`config.mk`:
```
export PLATFORM = sky130hd
export DESIGN_NAME = alu_operand_stage
export DESIGN_NICKNAME = d
export VERILOG_FILES = /design/src/rtl/alu_pkg.sv /design/src/rtl/alu_fwd_mux.sv /design/src/rtl/alu_operand_stage.sv
export SDC_FILE = /design/constraint.sdc
export NUM_CORES = 1
export LEC_CHECK = 0
export CAP_MARGIN = 15
export CORE_AREA = 2 2 158 160
export DETAILED_ROUTE_END_ITERATION = 10
export DIE_AREA = 0 0 160 162
export PLACE_DENSITY_LB_ADDON = 0.12
export SKIP_CTS_REPAIR_TIMING = 1
export SYNTH_ARGS = -nofsm -noshare
export SYNTH_HDL_FRONTEND = slang
export SYNTH_SLANG_ARGS = --single-unit
```
`constraint.sdc`:
```
create_clock -name clk -period 1.9 [get_ports clk]
set_input_delay 0.285 -clock clk [delete_from_list [all_inputs] [get_ports clk]]
set_output_delay 0.285 -clock clk [all_outputs]
set_load 0.02 [all_outputs]
```
`src/rtl/alu_pkg.sv`:
```
// Shared definitions for the ALU operand stage: control codes, forward-select
// encoding and default widths.
package alu_pkg;
   localparam int XLEN   = 32;
   localparam int REG_AW = 5;

   localparam logic [3:0] ALU_CTRL_AND = 4'b0000;
   localparam logic [3:0] ALU_CTRL_OR  = 4'b0001;
   localparam logic [3:0] ALU_CTRL_ADD = 4'b0010;
   localparam logic [3:0] ALU_CTRL_SUB = 4'b0110;
   localparam logic [3:0] ALU_CTRL_NOR = 4'b1100;
   localparam logic [3:0] ALU_CTRL_SLT = 4'b0111;

   typedef enum logic [1:0] {
      FWD_NONE = 2'd0,
      FWD_EXM  = 2'd1,
      FWD_MWB  = 2'd2
   } fwd_sel_t;
endpackage

```
`src/rtl/alu_fwd_mux.sv`:
```
// Per-operand forwarding mux: EX/MEM beats MEM/WB, x0 is never forwarded.
// The select is exposed only when ALU_OPSTAGE_PERF_EN is defined.
module alu_fwd_mux
   import alu_pkg::*;
#(
   parameter int XLEN   = alu_pkg::XLEN,
   parameter int REG_AW = alu_pkg::REG_AW
) (
   input  logic [REG_AW-1:0] rs_addr,
   input  logic [XLEN-1:0]   rs_data,
   input  logic [REG_AW-1:0] exm_rd,
   input  logic              exm_reg_write,
   input  logic [XLEN-1:0]   exm_result,
   input  logic [REG_AW-1:0] mwb_rd,
   input  logic              mwb_reg_write,
   input  logic [XLEN-1:0]   mwb_data,
`ifdef ALU_OPSTAGE_PERF_EN
   output fwd_sel_t          sel,
`endif
   output logic [XLEN-1:0]   data
);
   fwd_sel_t sel_int;

   always_comb begin
      sel_int = FWD_NONE;
      if (exm_reg_write && (exm_rd != '0) && (exm_rd == rs_addr))
         sel_int = FWD_EXM;
      else if (mwb_reg_write && (mwb_rd != '0) && (mwb_rd == rs_addr))
         sel_int = FWD_MWB;
   end

   always_comb begin
      case (sel_int)
         FWD_EXM: data = exm_result;
         FWD_MWB: data = mwb_data;
         default: data = rs_data;
      endcase
   end

`ifdef ALU_OPSTAGE_PERF_EN
   assign sel = sel_int;
`endif
endmodule

```
`src/rtl/alu_operand_stage.sv`:
```
// ID/EX register for the ALU with operand forwarding and load-use detection.
// Optional ALU_OPSTAGE_PERF_EN adds forward/stall performance counters.
module alu_operand_stage
   import alu_pkg::*;
#(
   parameter int XLEN   = alu_pkg::XLEN,
   parameter int REG_AW = alu_pkg::REG_AW
) (
   input  logic              clk,
   input  logic              rst,
   input  logic              stall_i,
   input  logic              flush_i,
   input  logic              id_valid,
   input  logic [REG_AW-1:0] id_rs1_addr,
   input  logic [REG_AW-1:0] id_rs2_addr,
   input  logic [XLEN-1:0]   id_rs1_data,
   input  logic [XLEN-1:0]   id_rs2_data,
   input  logic [XLEN-1:0]   id_imm,
   input  logic              id_alu_src,
   input  logic [3:0]        id_alu_ctrl,
   input  logic [REG_AW-1:0] id_rd_addr,
   input  logic              id_reg_write,
   input  logic              id_mem_read,
   input  logic [REG_AW-1:0] exm_rd,
   input  logic              exm_reg_write,
   input  logic [XLEN-1:0]   exm_result,
   input  logic [REG_AW-1:0] mwb_rd,
   input  logic              mwb_reg_write,
   input  logic [XLEN-1:0]   mwb_data,
   output logic              ex_valid,
   output logic [XLEN-1:0]   src1,
   output logic [XLEN-1:0]   src2,
   output logic [3:0]        ALU_control,
   output logic [XLEN-1:0]   ex_store_data,
   output logic [REG_AW-1:0] ex_rd,
   output logic              ex_reg_write,
   output logic              ex_mem_read,
`ifdef ALU_OPSTAGE_PERF_EN
   output logic [31:0]       perf_fwd_cnt,
   output logic [31:0]       perf_stall_cnt,
`endif
   output logic              load_use_stall
);
   localparam int NUM_OPS = 2;

   logic [NUM_OPS-1:0][REG_AW-1:0] rs_addr_q;
   logic [NUM_OPS-1:0][XLEN-1:0]   rs_data_q;
   logic [NUM_OPS-1:0][XLEN-1:0]   fwd_data;
   logic [XLEN-1:0]                imm_q;
   logic                           alu_src_q;
   logic                           bubble;

   assign load_use_stall = !rst && !flush_i && id_valid && ex_valid && ex_mem_read &&
                           (ex_rd != '0) && ((ex_rd == id_rs1_addr) || (ex_rd == id_rs2_addr));

   // An invalid decode slot is loaded exactly like a bubble so no enable leaks through.
   assign bubble = flush_i || (!stall_i && (load_use_stall || !id_valid));

   always_ff @(posedge clk) begin
      if (rst) begin
         ex_valid     <= 1'b0;
         rs_addr_q    <= '0;
         rs_data_q    <= '0;
         imm_q        <= '0;
         alu_src_q    <= 1'b0;
         ALU_control  <= ALU_CTRL_AND;
         ex_rd        <= '0;
         ex_reg_write <= 1'b0;
         ex_mem_read  <= 1'b0;
      end else if (bubble) begin
         ex_valid     <= 1'b0;
         rs_addr_q    <= '0;
         rs_data_q    <= '0;
         imm_q        <= '0;
         alu_src_q    <= 1'b0;
         ALU_control  <= ALU_CTRL_ADD;
         ex_rd        <= '0;
         ex_reg_write <= 1'b0;
         ex_mem_read  <= 1'b0;
      end else if (!stall_i) begin
         ex_valid     <= 1'b1;
         rs_addr_q    <= {id_rs2_addr, id_rs1_addr};
         rs_data_q    <= {id_rs2_data, id_rs1_data};
         imm_q        <= id_imm;
         alu_src_q    <= id_alu_src;
         ALU_control  <= id_alu_ctrl;
         ex_rd        <= id_rd_addr;
         ex_reg_write <= id_reg_write;
         ex_mem_read  <= id_mem_read;
      end
   end

`ifdef ALU_OPSTAGE_PERF_EN
   fwd_sel_t [NUM_OPS-1:0] fwd_sel;
`endif

   for (genvar i = 0; i < NUM_OPS; i++) begin : g_fwd
      alu_fwd_mux #(.XLEN(XLEN), .REG_AW(REG_AW)) u_fwd (
         .rs_addr       (rs_addr_q[i]),
         .rs_data       (rs_data_q[i]),
         .exm_rd        (exm_rd),
         .exm_reg_write (exm_reg_write),
         .exm_result    (exm_result),
         .mwb_rd        (mwb_rd),
         .mwb_reg_write (mwb_reg_write),
         .mwb_data      (mwb_data),
`ifdef ALU_OPSTAGE_PERF_EN
         .sel           (fwd_sel[i]),
`endif
         .data          (fwd_data[i])
      );
   end

   assign src1          = fwd_data[0];
   assign src2          = alu_src_q ? imm_q : fwd_data[1];
   assign ex_store_data = fwd_data[1];

`ifdef ALU_OPSTAGE_PERF_EN
   logic fwd_any;
   assign fwd_any = (fwd_sel[0] != FWD_NONE) || (fwd_sel[1] != FWD_NONE);

   always_ff @(posedge clk) begin
      if (rst) begin
         perf_fwd_cnt   <= '0;
         perf_stall_cnt <= '0;
      end else if (!stall_i) begin
         if (ex_valid && fwd_any) perf_fwd_cnt <= perf_fwd_cnt + 32'd1;
         if (load_use_stall)      perf_stall_cnt <= perf_stall_cnt + 32'd1;
      end
   end
`endif
endmodule

```
* Yosys cells after proc, flatten, opt, wreduce, memory -nomap -nowiden
Index checks and enable logic that the tools add are counted.
** Operators by class
- Magnitude comparators :: 0
- Div/mod/pow operators :: 0
- Multiplexer cells :: 9
- Add/sub/neg operators :: 0
- Reductions and logical operators :: 24
- Eq/ne operators :: 11
- Bitwise operators :: 0
- Multipliers :: 0
- Shift operators :: 0
** Operators by type and width (count)
- case mux 32 bit (2 select lines) :: 2
- 2-to-1 mux 32 bit :: 1
- == test 5 bit :: 6
- nonzero test 5 bit :: 3
- logical AND 1 bit :: 13
- 2-to-1 mux 2 bit :: 6
- == test 2 x 1 -> 1 bit (second input constant) :: 2
- == test 2 bit (second input constant) :: 2
- zero test 1 bit :: 4
- logical OR 1 bit :: 3
- inequality test 2 x 1 -> 1 bit (second input constant) :: 1
- OR reduction 2 bit :: 1
** Storage, ports and cells
- Memories :: 0
- Logic and storage cells :: 56
- Output and inout bits :: 109
- Register bits after elaboration :: 119
- Bits in read-only memories :: 0
- Bits in writable memories :: 0
- Bits in latches :: 0

* Depth between registers and ports, before layout
- Word-level depth :: 11
- Depth in mapped cells :: 8

* Cells and area by module
A second synthesis with hierarchy kept.
** Unflattened totals
- Cells, all modules :: 946
- Area, all modules :: 8664.6 sq um
** Modules (own cells, without submodules)
- alu_operand_stage :: seq. area each 2382.3 sq um, times used 1, cells an instance 586, area each 5624.1 sq um
- alu_fwd_mux :: seq. area each 0.0 sq um, times used 2, cells an instance 180, area each 1520.2 sq um

* Worst setup path after synthesis
Ideal clock, no wire load.
- Path kind :: input to output
- From :: in exm_rd[0]
- To :: out src2[0]
- Stages on the path :: 6
- Slack :: -0.432 ns
- Data arrival time :: 2.047 ns
- Required time :: 1.615 ns
- Cells stage by stage :: or4_1 -> o211ai_2 -> buf_2 -> nor3_1 -> a31oi_1 -> mux2_2
** On the way
- Cells in the longest elaborated chain, start to end :: 7
- Elaborated cells between the ends (all ways) :: 9
** Ends and longest elaborated chain
- start, declared :: line alu_operand_stage.sv:24 : input logic [REG_AW-1:0] exm_rd,
- nonzero test 5 bit :: line alu_fwd_mux.sv:26 : if (exm_reg_write && (exm_rd != '0) && (exm_rd == rs_addr))
- logical AND 1 bit :: line alu_fwd_mux.sv:26
- logical AND 1 bit (*) :: line alu_fwd_mux.sv:26
- 2-to-1 mux 2 bit (*) :: line alu_fwd_mux.sv:26
- == test 2 bit or == test 2 x 1 -> 1 bit (tied branches) :: line alu_fwd_mux.sv:33 : case (sel_int)
- case mux 32 bit (2 select lines) (*) :: line alu_fwd_mux.sv:33
- net ex_store_data[0] :: line alu_operand_stage.sv:34 : output logic [XLEN-1:0] ex_store_data,
- 2-to-1 mux 32 bit (*) :: line alu_operand_stage.sv:115 : assign src2 = alu_src_q ? imm_q : fwd_data[1];
- end, declared :: line alu_operand_stage.sv:32 : output logic [XLEN-1:0] src2,
Mark *: on every way through the listed nets, which the timed path passes. The rest lies on a longest branch.

* Worst setup path after layout
- From :: reg rs_addr_q[9] in the netlist's numbering
- To :: out src2[5]
** On the way
- Cells in the longest elaborated chain, start to end :: 7
- Elaborated cells between the ends (all ways) :: 10
** Ends and longest elaborated chain
- start, declared :: line alu_operand_stage.sv:46 : logic [NUM_OPS-1:0][REG_AW-1:0] rs_addr_q;
- start signal, assigned :: line alu_operand_stage.sv:82 : rs_addr_q <= {id_rs2_addr, id_rs1_addr};
- == test 5 bit :: line alu_fwd_mux.sv:28 : else if (mwb_reg_write && (mwb_rd != '0) && (mwb_rd == rs_addr))
- logical AND 1 bit :: line alu_fwd_mux.sv:28
- 2-to-1 mux 2 bit :: line alu_fwd_mux.sv:28
- 2-to-1 mux 2 bit (*) :: line alu_fwd_mux.sv:26
- == test 2 bit or == test 2 x 1 -> 1 bit (tied branches) :: line alu_fwd_mux.sv:33
- case mux 32 bit (2 select lines) (*) :: line alu_fwd_mux.sv:33
- 2-to-1 mux 32 bit (*) :: line alu_operand_stage.sv:115
Every way passes the cells marked *; elsewhere a longest branch is shown, timed or not.

==> impl_metrics.yaml <==
floorplanning:
  dieArea_um2: 25920
  initial_core_util_pct: 24.68
  die_y_um: 162
  fp.dieW_um: 160
  coreArea_um2: 24110
  rows: 57
  ios: 308
logic_synthesis:
  netlist.area_leader.share_pct: 40.04
  yosys-top-cells-area: "dfxtp_1, a22o_1, mux2_2"
  netlist_area_um2: 5949
  yosys_register_bits: 119
  async_flop_share_pct: 0
  ys_warn_count: 0
  synth_edf_count: 0
  synth_cell_types: 35
  synthFlopType: "dfxtp_1"
  syn_inst: 650
  yosysTopAreaCell: "dfxtp_1"
  synth.avg_cell_area_um2: 9.153
  yosysSeqAreaShare_pct: 40.04
  synth_fp_nets: 849
timing:
  worst_pin_slew_ns: 0.4295
  setup_violations: 213
  skew_ns: 0.01514
  fin_crit_sh_pct: 141.3
  slew_violations: 0
  max_slew_margin_pct: 71.14
  fmax_mhz: 372.4
  finalHoldViolCount: 0
  postLayoutSetupSlackWorst_ns: -0.7854
  period_minus_slack_ns: 2.685
  final.setup.tns_ns: -77.93
  rsz0062_at_grt: "yes"
global_route:
  grt_start_max_net_pins: 53
  grt_overflow: 0
  grt_pass1_vias: 6655
  track_usage_pct: 18.91
  antenna_found_initial: 2
  grt_first_pass_wirelength_um: 38100
clocking:
  cts_tree: "yes"
  ctsHtreeMaxLevel: 4
  clkTransAtPathRegs_ns: 0.07
  cts-buffers-inserted: 17
  insertion_delay_ns: 0.42
  cts_buffer_depth: 2
  cts_root_buf: "clkbuf_16"
  clock-sinks: 119
worst_setup_path:
  critPathCaptureType: "output pin"
  crit_fanout: 31
  reg2reg_setup_slack_ns: -0.17
  critical_path_required_ns: 1.62
  start_kind: "register"
  worstPathArrival_ns: 2.40
  crit_type: "reg -> out"
cells_and_area:
  final_area_um2: 14210
  fin_nets: 1302
  flow.area_growth_from_synthesis_pct: 138.9
  num-fill-cells: 2096
  drive_gt1_share_pct: 50.04
  stdcell_count: 1440
placement:
  place_ws_ns: -1.324
  dp_hpwl_um: 18700
  globalplace.congestion: 0.8351
  dp.cells: 1336
  portBuffers: 307
  place_area_um2: 11250
detailed_routing:
  wl_um: 31090
  wl_per_cell_um: 21.59
  via_count: 7065
  drtIter0Drc: 311
  route.detailed.drc: 0
  drtAntennaViolNets: 0
  first_pass_iters: 4
  viasPerCell: 4.906
outcome:
  outcome: "finished with violations"
  failed_checks: "setup timing"
power_and_ir_drop:
  leakage_nw: 5.547
  powerDensity_nw_per_um2: 546.2
  power_mw: 7.763
  ir_worst_vdd_v: 0.0003638
run:
  maxCapViolations: 0
worst_hold_path:
  hp-class: "in -> reg"
## cells by family (layout without fill, tap and decap cells)
logic type                Yosys count  count (layout)  share of synthesized area [%]
other                               0               1                              0
muxes                              62              62                          11.06
AOI/OAI and AO/OA                 223             223                          27.61
DFF                               119             119                          40.04
xor gates and xnor gates           30              30                          4.416
buffers and inverters              93             557                          6.520
and+or+nand+nor                   123             124                          10.35
## registers in the layout, summed over array words and instances (netlist names)
register and count:
rs_data_q 64, imm_q 32, rs_addr_q 10, ex_rd 5, ALU_control 4, alu_src_q 1
ex_mem_read 1, ex_reg_write 1, ex_valid 1
## through the flow
step | utilization (%) | hold slack [ns]
6_report | 58.95 | 0.4507
5_1_grt | 58.94 | 0.4484
4_1_cts | 49.25 | 0.4335
3_5_place_dp | 46.67 | 0.4574
3_3_place_gp | 46.67 | 0.4548
2_1_floorplan | - | 0.4106
## cell type report
cell class	instances	area, µm²	area share, %
clock buffer	19	442.9	3.117
sequential	119	2419	17.02
multi-input combinational	439	5126	36.07
clock inverter	12	177.7	1.250
antenna	1	2.502	0.01761
inverter	32	120.1	0.8452
tap	324	405.4	2.853
timing repair buffer	494	5518	38.83
## placed cells by master, fill, tap and decap left out, types with 29 or more instances in the layout
cell and instances:
dfxtp_1 104, clkbuf_16 37, buf_6 126, clkdlybuf4s50_1 200, mux2_4 29, buf_4 97
a31oi_4 30, a21oi_4 32, inv_1 32, a22o_1 117
## metal layers
metal	track usage [%]	up-vias	part of all wire [%]	wire, µm
li1	-	3353	-	-
met1	23.77	3441	44	13540
met2	31.96	239	48	14930
met3	5.209	30	6.9	2148
met4	5.201	2	1.5	456
met5	0	-	0.042	13
## where the power goes
part           total, mW  internal, mW  switching (mW)
combinational       1.69         0.980           0.710
sequential          2.58          2.54          0.0420
clock               3.49          2.22            1.26
total               7.76          5.75            2.02
## final timing paths
kind	from	end	depth (start not counted)
worst max-delay path	rs_addr_q[9]$_SDFFE_PP0N_	src2[5]	7
worst min-delay path	id_rd_addr[4]	ex_rd[4]$_SDFFE_PP0N_	2
worst max register to register	ex_rd[4]$_SDFFE_PP0N_	imm_q[7]$_SDFFE_PP0N_	8
worst min register to register	rs_data_q[51]$_SDFFE_PP0N_	rs_data_q[51]$_SDFFE_PP0N_	1
## Yosys cell counts (3+ instances only)
cell        n
a21oi_1    32
a22o_1    117
a31oi_1    30
buf_1       6
buf_2      22
buf_4       3
clkbuf_1   30
dfxtp_1   119
inv_1      32
mux2_2     30
mux2i_1    32
nand2_1     3
nand4_1     3
nor2_1     44
nor3_1     33
o21ai_0    31
or3_1      31
or4_1       3
xnor2_1    17
xor2_1     13
## critical path: stages (launching register included)
cell and delay [ns]:
dfxtp_4 0.36, xor2_1 0.17, a211o_4 0.36, buf_12 0.20, or3_1 0.38, a31oi_4 0.24, mux2_4 0.18, buf_6 0.11
No activity file was read; power rests on OpenSTA's default activity.
